<file path="src/rtl/axi_stream_header_insert.sv">
// axi_stream_header_insert: prepends a side-channel header's valid bytes to the next AXI-Stream packet
// Ports: clk/rst_n (async active-low); valid_in/data_in/keep_in/last_in/ready_in = packet sink;
// valid_out/data_out/keep_out/last_out/ready_out = registered merged stream source;
// valid_insert/data_insert/keep_insert/byte_insert_cnt/ready_insert = header sink (LSB-aligned bytes).
module axi_stream_header_insert #(
  parameter int DATA_WIDTH      = 32,
  parameter int DATA_BYTE_WIDTH = DATA_WIDTH / 8,
  parameter int BYTE_CNT_WIDTH  = $clog2(DATA_BYTE_WIDTH)
) (
  input  logic                       clk,
  input  logic                       rst_n,
  input  logic                       valid_in,
  input  logic [DATA_WIDTH-1:0]      data_in,
  input  logic [DATA_BYTE_WIDTH-1:0] keep_in,
  input  logic                       last_in,
  output logic                       ready_in,
  output logic                       valid_out,
  output logic [DATA_WIDTH-1:0]      data_out,
  output logic [DATA_BYTE_WIDTH-1:0] keep_out,
  output logic                       last_out,
  input  logic                       ready_out,
  input  logic                       valid_insert,
  input  logic [DATA_WIDTH-1:0]      data_insert,
  input  logic [DATA_BYTE_WIDTH-1:0] keep_insert,
  input  logic [BYTE_CNT_WIDTH-1:0]  byte_insert_cnt,
  output logic                       ready_insert
);
  localparam int W  = DATA_BYTE_WIDTH;
  localparam int CW = BYTE_CNT_WIDTH + 2;
  localparam logic [W-1:0] ONES = '1;
  typedef enum logic [1:0] {S_HDR, S_DATA, S_TAIL} state_t;
  // Top k byte enables set (MSB-aligned); k = W yields all ones since the shift empties.
  function automatic logic [W-1:0] f_top(input logic [CW-1:0] k);
    return ~(ONES >> k);
  endfunction
  // Low k byte enables set (LSB-aligned).
  function automatic logic [W-1:0] f_low(input logic [CW-1:0] k);
    return ~(ONES << k);
  endfunction
  function automatic logic [DATA_WIDTH-1:0] f_bytes(input logic [W-1:0] k);
    logic [DATA_WIDTH-1:0] m;
    for (int i = 0; i < W; i++) m[i*8 +: 8] = {8{k[i]}};
    return m;
  endfunction
  state_t                  r_state, w_state;
  logic [DATA_WIDTH-1:0]   r_res, w_res, r_data, w_data;
  logic [W-1:0]            r_keep, w_keep;
  logic                    r_valid, w_valid, r_last, w_last;
  logic [CW-1:0]           r_n, w_n, r_r, w_r, w_m, w_sum, w_hdr_n, w_pad;
  logic [2*DATA_WIDTH-1:0] w_cat;
  logic                    w_slot;
  assign w_slot       = !r_valid || ready_out;
  assign ready_insert = r_state == S_HDR;
  assign ready_in     = r_state == S_DATA && w_slot;
  assign valid_out    = r_valid;
  assign data_out     = r_data;
  assign keep_out     = r_keep;
  assign last_out     = r_last;
  assign w_hdr_n      = CW'(byte_insert_cnt) + CW'(1);
  assign w_sum        = r_n + w_m;
  assign w_pad        = CW'(W) - r_n;
  // Residual (N bytes, LSB-aligned) followed by the new beat; shifting right by N bytes
  // leaves {residual, top W-N bytes of data_in} in the low word.
  assign w_cat        = {r_res, data_in} >> {r_n, 3'b000};
  always_comb begin
    w_m = '0;
    for (int i = 0; i < W; i++) w_m = w_m + CW'(keep_in[i]);
  end
  always_comb begin
    w_state = r_state;
    w_res   = r_res;
    w_n     = r_n;
    w_r     = r_r;
    w_data  = r_data;
    w_keep  = r_keep;
    w_last  = r_last;
    w_valid = r_valid && !ready_out;
    case (r_state)
      S_HDR: if (valid_insert) begin
        w_n     = w_hdr_n;
        w_res   = data_insert & f_bytes(f_low(w_hdr_n) & keep_insert);
        w_state = S_DATA;
      end
      S_DATA: if (valid_in && w_slot) begin
        w_valid = 1'b1;
        w_res   = data_in & f_bytes(f_low(r_n));
        w_last  = last_in && w_sum <= CW'(W);
        w_keep  = w_last ? f_top(w_sum) : ONES;
        w_data  = w_cat[DATA_WIDTH-1:0] & f_bytes(w_keep);
        w_r     = w_sum - CW'(W);
        w_state = !last_in ? S_DATA : w_last ? S_HDR : S_TAIL;
      end
      S_TAIL: if (w_slot) begin
        // Only the top R of the N held bytes belong to the packet; the rest is masked off.
        w_valid = 1'b1;
        w_keep  = f_top(r_r);
        w_data  = (r_res << {w_pad, 3'b000}) & f_bytes(w_keep);
        w_last  = 1'b1;
        w_res   = '0;
        w_state = S_HDR;
      end
      default: w_state = S_HDR;
    endcase
  end
  always_ff @(posedge clk or negedge rst_n)
    if (!rst_n) begin
      r_state <= S_HDR;
      r_res   <= '0;
      r_n     <= '0;
      r_r     <= '0;
      r_data  <= '0;
      r_keep  <= '0;
      r_last  <= 1'b0;
      r_valid <= 1'b0;
    end else begin
      r_state <= w_state;
      r_res   <= w_res;
      r_n     <= w_n;
      r_r     <= w_r;
      r_data  <= w_data;
      r_keep  <= w_keep;
      r_last  <= w_last;
      r_valid <= w_valid;
    end
endmodule

</file>
<file path="config.mk">
export PLATFORM = sky130hd
export DESIGN_NAME = axi_stream_header_insert
export DESIGN_NICKNAME = d
export VERILOG_FILES = /design/src/rtl/axi_stream_header_insert.sv
export SDC_FILE = /design/constraint.sdc
export NUM_CORES = 1
export LEC_CHECK = 0
export BUFFER_PORTS_ARGS = -buffer_cell sky130_fd_sc_hd__buf_2
export CORE_AREA = 3 3 117 231
export CTS_CLUSTER_DIAMETER = 100
export DETAILED_ROUTE_END_ITERATION = 16
export DIE_AREA = 0 0 120 234
export HOLD_SLACK_MARGIN = 0.15
export PLACE_DENSITY = 0.48
export RECOVER_POWER = 25
export REMOVE_ABC_BUFFERS = 1
export SLEW_MARGIN = 10
export SYNTH_ARGS = -nofsm -noshare
export SYNTH_HDL_FRONTEND = slang
export SYNTH_SLANG_ARGS = --single-unit
export TNS_END_PERCENT = 30
</file>
<file path="constraint.sdc">
create_clock -name clk -period 5.8 [get_ports clk]
set_input_delay 1.16 -clock clk [delete_from_list [all_inputs] [get_ports clk]]
set_output_delay 1.16 -clock clk [all_outputs]
set_load 0.005 [all_outputs]
</file>
==> flow_metrics.tcl, run 1 <==
set metrics [dict create \
    final_nets 820 \
    combPwrFrac 0.600 \
    worst-path-max-fanout 10 \
    drc 0 \
    die_x_um 120 \
    grtUsageMet2 0.323 \
    avgSynthCellArea_um2 10.0 \
    drive_gt1_frac 0.325 \
    p_int_mw 2.33 \
    final_cell_mix "117 x buf_2, 77 x dfrtp_1, 73 x nand2_1" \
    numPortBuffers 119 \
    synth_flop_cell "dfrtp_1" \
    wl_um 25000 \
    cp.required_ps 6030 \
    grt_pass1_vias 5870 \
    drt-pass1-iter-count 4 \
    period_needed_ps 4210 \
    crit_family "compound AO/OA/AOI/OAI gates" \
    dieHeight_um 234 \
    grt-busiest-layer "met2" \
    grt_max_degree 60 \
    synth-seq-cells 79 \
    num_rows 82 \
    clock_skew_ps 9.62 \
    drtIter0Drc 297 \
    synth_edf_count 0 \
    antenna_found_initial 0 \
    maxCapViolations 2 \
    area_growth_pct 19.0 \
    cts_tree "done" \
    worst_pin_slew_ps 1590 \
    cts_made_buffers 9 \
    final_antenna_net_count 0 \
    leakagePower_nw 3.20 \
    final_common_cell "buf_2" \
    grt_use_met1 0.190 \
    p_clk_frac 0.150 \
    insertion_delay_ps 370 \
    netlist_area_um2 6270 \
    critPathSlowestCell "a21oi_1" \
    die_area_um2 28100 \
    cts_root_buf "clkbuf_16" \
    violations "capacitance limit, slew limit" \
    postLayoutCoreUtil 0.295 \
    gr-usage-met3 0.0244 \
    ys_warn_count 0 \
    outcome "finished with violations" \
    postCtsSetupRepairBufs 0 \
    finalSetupTns_ps 0 \
    fin_crit_sh 0.726 \
    rsz0062_at_grt "no" \
    p_sw_mw 2.09 \
    clock-sinks 79 \
    gr-total-overflow 0 \
    power.density_nw_per_um2 591 \
    clockBufferDepth 2 \
    synth_cell_type_count 55 \
    insertedDiodeCount 0 \
    fmax_mhz 237 \
    top_level_ports 120 \
    synthArstFlopShare 1.00 \
    num_vias 5567 \
    gp_congestion 0.806 \
    syn_inst 625 \
    finalMaxSlewViolations 82 \
    hold_class "reg2reg" \
    cp_common_cell "fa_1" \
    path_clk_slew_ps 70 \
    start_util 0.248 \
    path_class "in2reg" \
    crit_arrival_ps 4440 \
    ys_seq_area_frac 0.315 \
    grt_pass1_wl_um 37200 \
    ir_drop_mv 0.337 \
    hold_viol 0 \
    worstSetupEndpointType "register" \
    cp_cell_sequence "buf_2 -> fa_1 -> fa_1 -> inv_1 -> fa_1 -> xnor2_1 -> ha_1 -> a21oi_1 -> a311o_2 -> o221ai_2" \
    wl_per_cell_um 23.4 \
    finalSetupViolCount 0 \
    slew_headroom -0.0607 \
    hpwl_um 18400 \
    core_area_um2 25300 \
    h-tree-depth 3 \
    holdBufCountCts 0 \
    power.share.sequential 0.250 \
    track_usage 0.181 \
    netSwitchingFraction 0.473 \
    cts_resized 0 \
    start_kind "input pin" \
    cp.buffers_inverters 2 \
    vias_per_cell 5.23 \
    critPathMaxStageDelay_ps 770 \
]
==> worst register-to-register path, delay by kind of cell (launching register included) <==
kind	cells	cell delay (ps)
AND/OR/NAND/NOR	2	1010
flip-flops	1	850
adder cells (fa/ha/maj)	2	670
buffers and inverters	1	610
AO/OA/AOI/OAI	2	520
==> kinds of logic after synthesis <==
| kind of cell | after synthesis | share of synthesized area |
|---|---|---|
| multiplexers | 128 | 0.246 |
| AND/OR/NAND/NOR | 159 | 0.115 |
| XOR/XNOR | 1 | 0.00140 |
| buffers and inverters | 57 | 0.0515 |
| adder cells (fa/ha/maj) | 16 | 0.0355 |
| flip-flops | 79 | 0.315 |
| AO/OA/AOI/OAI | 185 | 0.236 |
==> routing by layer <==
layer  vias up  wire, µm
li1       2580         -
met4         0      1790
met5         -         0
met1      2764      9050
met2       158     13300
met3        65       818
==> area by class of cell <==
type                    instances  area [µm²]
clock inverters                 5        80.1
repair buffers                135         711
clock buffers                  11         253
inverters                      10        37.5
flip-flops and latches         79        1980
multi-input cells             489        3980
well taps                     336         420
fillers                      2697       17900
==> metrics by stage <==
step                      hold slack (ps)  total power [mW]  setup slack, ps  std cells  cell area, µm²
after floorplan                       463              2.85              298        578            5990
after global placement                460              3.78             1280       1049            7140
after detailed placement              461              3.80             1230       1049            7140
after CTS                             487              4.47             1610       1065            7470
after global routing                  527              4.72             1440       1065            7470
final                                 478              4.42             1590       1065            7470
==> state kept, by name (all words and copies together), names as in the netlist <==
| name | count |
|---|---|
| valid_out | 1 |
| last_out | 1 |
| keep_out | 4 |
| data_out | 32 |
| r_r | 4 |
| r_res | 32 |
| r_n | 3 |
| r_state | 2 |
==> synthesized netlist by cell type, drive strengths merged, types with 10 or more instances <==
master,instances,share of area
mux4,16,0.057
nand2b,21,0.021
nand2,73,0.044
o221ai,25,0.043
mux2i,65,0.10
clkbuf,20,0.012
a31oi,11,0.011
nor2,38,0.023
a22o,32,0.045
nand3,10,0.0080
dfrtp,79,0.32
o21ai,10,0.0080
ha,13,0.026
buf,27,0.034
a21oi,41,0.040
mux2,47,0.084
==> worst paths after layout <==
| path | cells after the start | from | to | slack, ps |
|---|---|---|---|---|
| max | 10 | keep_in[0] | data_out[11]$_DFFE_PN0P_ | 1590 |
| max in group asynchronous | 2 | rst_n | r_res[12]$_DFFE_PN0P_ | 2340 |
| max reg2reg | 7 | r_n[0]$_DFFE_PN0P_ | data_out[30]$_DFFE_PN0P_ | 2050 |
| min | 2 | keep_out[3]$_DFFE_PN0P_ | keep_out[3]$_DFFE_PN0P_ | 480 |
| min reg2reg | 2 | keep_out[3]$_DFFE_PN0P_ | keep_out[3]$_DFFE_PN0P_ | 480 |
| min in group asynchronous | 1 | rst_n | r_n[1]$_DFFE_PN0P_ | 1160 |
==> power groups by stage <==
stage          combinational (mW)  sequential (mW)  clock [mW]
2_1_floorplan                1.72             1.13           0
3_3_place_gp                 2.67             1.11           0
3_5_place_dp                 2.68             1.12           0
4_1_cts                      2.69             1.10       0.675
5_1_grt                      2.89             1.14       0.693
6_report                     2.65             1.10       0.663
Power figures use the tool's default switching activity.
==> inputs of run 2 (changes only) <==
--- a/config.mk
+++ b/config.mk
@@ -5,11 +5,12 @@
 export SDC_FILE = /design/constraint.sdc
 export NUM_CORES = 1
 export LEC_CHECK = 0
+export ABC_AREA = 1
 export BUFFER_PORTS_ARGS = -buffer_cell sky130_fd_sc_hd__buf_2
-export CORE_AREA = 3 3 117 231
+export CORE_AREA = 3 3 119 235
 export CTS_CLUSTER_DIAMETER = 100
 export DETAILED_ROUTE_END_ITERATION = 16
-export DIE_AREA = 0 0 120 234
+export DIE_AREA = 0 0 122 238
 export HOLD_SLACK_MARGIN = 0.15
 export PLACE_DENSITY = 0.48
 export RECOVER_POWER = 25
==> constraint.sdc (replaced) <==
create_clock -name clk -period 4.2 [get_ports clk]
set_input_delay 0.84 -clock clk [delete_from_list [all_inputs] [get_ports clk]]
set_output_delay 0.84 -clock clk [all_outputs]
set_load 0.005 [all_outputs]
==> flow_metrics.tcl, run 2 <==
set metrics [dict create \
    clock_skew_ps 9.24 \
    crit_arrival_ps 3630 \
    worst-path-max-fanout 9 \
    synth-seq-cells 79 \
    drive_gt1_frac 0.182 \
    insertedDiodeCount 0 \
    final_antenna_net_count 0 \
    rsz0062_at_grt "no" \
    rr_endpoint "data_out[22]$_DFFE_PN0P_" \
    die_area_um2 29000 \
    ir_drop_mv 0.506 \
    postCtsSetupRepairBufs 0 \
    clock-sinks 79 \
    grt_pass1_vias 7244 \
    avgSynthCellArea_um2 6.36 \
    wl_per_cell_um 19.3 \
    r2r.worst_path.cells 7 \
    postLayoutCoreUtil 0.291 \
    yosysMostFrequentCell "nand2_1" \
    dieHeight_um 238 \
    fin_crit_sh 0.807 \
    multi_input_area_um2 3730 \
    insertion_delay_ps 360 \
    ys_seq_area_frac 0.303 \
    wl_um 28300 \
    cts_made_buffers 9 \
    die_x_um 122 \
    ys_warn_count 0 \
    finalMaxSlewViolations 63 \
    core_area_um2 26400 \
    gp_congestion 0.899 \
    ys_top_cells_by_count "311 x nand2_1, 139 x inv_1, 96 x o21ai_0" \
    regArea_um2 1980 \
    cts_root_buf "clkbuf_16" \
    slew_headroom -0.200 \
    numPortBuffers 119 \
    hpwl_um 21300 \
    outcome "finished with violations" \
    path_clk_slew_ps 60 \
    power.density_nw_per_um2 890 \
    worstHoldPathCells 2 \
    leakagePower_nw 3.94 \
    hold_viol 0 \
    hold_class "reg2reg" \
    top_level_ports 120 \
    synthArstFlopShare 1.00 \
    final_nets 1213 \
    worst_pin_slew_ps 1800 \
    track_usage 0.196 \
    antenna_found_initial 0 \
    r2r_setup_slack_ps 1240 \
    syn_inst 1026 \
    gr-total-overflow 0 \
    num_vias 7120 \
    violations "capacitance limit, slew limit" \
    drtIter0Drc 452 \
    synth_cell_type_count 33 \
    drt-pass1-iter-count 5 \
    cts_tree "done" \
    yosysTopAreaCell "dfrtp_1" \
    grt_max_degree 109 \
    timing.rr.start "r_state[0]$_DFFE_PN0P_" \
    vias_per_cell 4.86 \
    start_kind "input pin" \
    grt_pass1_wl_um 42300 \
    hp-start "last_out$_DFFE_PN0P_" \
    finalSetupViolCount 0 \
    drc 0 \
    finalPower_mw 6.83 \
    holdBufCountCts 0 \
    ys_top_cells_by_area "dfrtp_1 30%, nand2_1 18%, inv_1 8.0%" \
    maxCapViolations 1 \
    num_rows 84 \
    fmax_mhz 295 \
    netlist_area_um2 6530 \
    period_needed_ps 3390 \
    worstSetupEndpointType "register" \
    hold_path_end "last_out$_DFFE_PN0P_" \
    final_cell_mix "311 x nand2_1, 139 x inv_1, 117 x buf_2" \
    start_util 0.247 \
    final_common_cell "nand2_1" \
    synth_edf_count 0 \
    h-tree-depth 3 \
    path_class "in2reg" \
    cp.required_ps 4440 \
    synth_top_area_share 0.303 \
    clockBufferDepth 2 \
    fill_cells 2985 \
    area_growth_pct 17.6 \
    cts_resized 0 \
    synth_flop_cell "dfrtp_1" \
]
run 2: changes by cell type after synthesis, sizes merged, moves of 34 or more:
cell,change
or2,+34
nor2,+52
nand2,+239
inv,+136
o21ai,+95
nand3,+64
mux2i,-65
mux2,-46
run 2: worst max-delay path by stage:
stage	endpoint	cells past startpoint	slack, ps	start
final	keep_out[3]$_DFFE_PN0P_	14	810	keep_in[0]
after global routing	keep_out[3]$_DFFE_PN0P_	14	480	keep_in[0]
after CTS	keep_out[3]$_DFFE_PN0P_	14	800	keep_in[0]
after detailed placement	keep_out[3]$_DFFE_PN0P_	14	420	keep_in[0]
after global placement	keep_out[3]$_DFFE_PN0P_	14	470	keep_in[0]
after floorplan	data_out[7]$_DFFE_PN0P_	7	-260	r_n[0]$_DFFE_PN0P_
run 2: layout make-up:
cell class | count | area share
clock buffers | 10 | 0.0312
clock inverters | 6 | 0.00881
inverters | 147 | 0.0719
multi-input cells | 750 | 0.486
flip-flops and latches | 79 | 0.258
well taps | 344 | 0.0561
repair buffers | 130 | 0.0882
run 2: worst max-delay path: stages:
cell and delay, ps:
buf_2 110, fa_1 550, fa_1 210, inv_1 70
fa_1 440, xnor2_1 340, ha_1 250, inv_1 60
nand3_1 80, nand3_1 80, nand2_1 110, nand2_1 250
o22ai_1 180, inv_1 60
run 2: cell families after synthesis:
logic type / Yosys count / share of synthesized area
buffers and inverters: 197 / 0.127
adders and majority gates: 16 / 0.0341
xor gates and xnor gates: 1 / 0.00134
DFF: 79 / 0.303
muxes: 1 / 0.00173
AOI/OAI and AO/OA: 219 / 0.203
and+or+nand+nor: 513 / 0.330
run 2: stage by stage:
| step | setup slack, ps | std cells | TNS [ps] | cell area (µm²) | hold slack (ps) |
|---|---|---|---|---|---|
| 2_1_floorplan | -260 | 976 | -5300 | 6250 | 469 |
| 3_3_place_gp | 474 | 1450 | 0 | 7370 | 502 |
| 3_5_place_dp | 421 | 1450 | 0 | 7370 | 508 |
| 4_1_cts | 801 | 1466 | 0 | 7670 | 525 |
| 5_1_grt | 478 | 1466 | 0 | 7670 | 573 |
| 6_report | 812 | 1466 | 0 | 7670 | 519 |
run 2: report_power, final:
group          switching, mW  internal, mW
logic                   3.07          1.46
registers              0.332          1.12
clock network          0.373         0.481
total                   3.77          3.06
run 2: metal layers:
layer	track usage	vias up	share of wire
met5	0	-	0
met3	0.0199	76	0.041
met1	0.203	3350	0.35
met2	0.355	230	0.52
li1	-	3464	-
met4	0.151	0	0.087
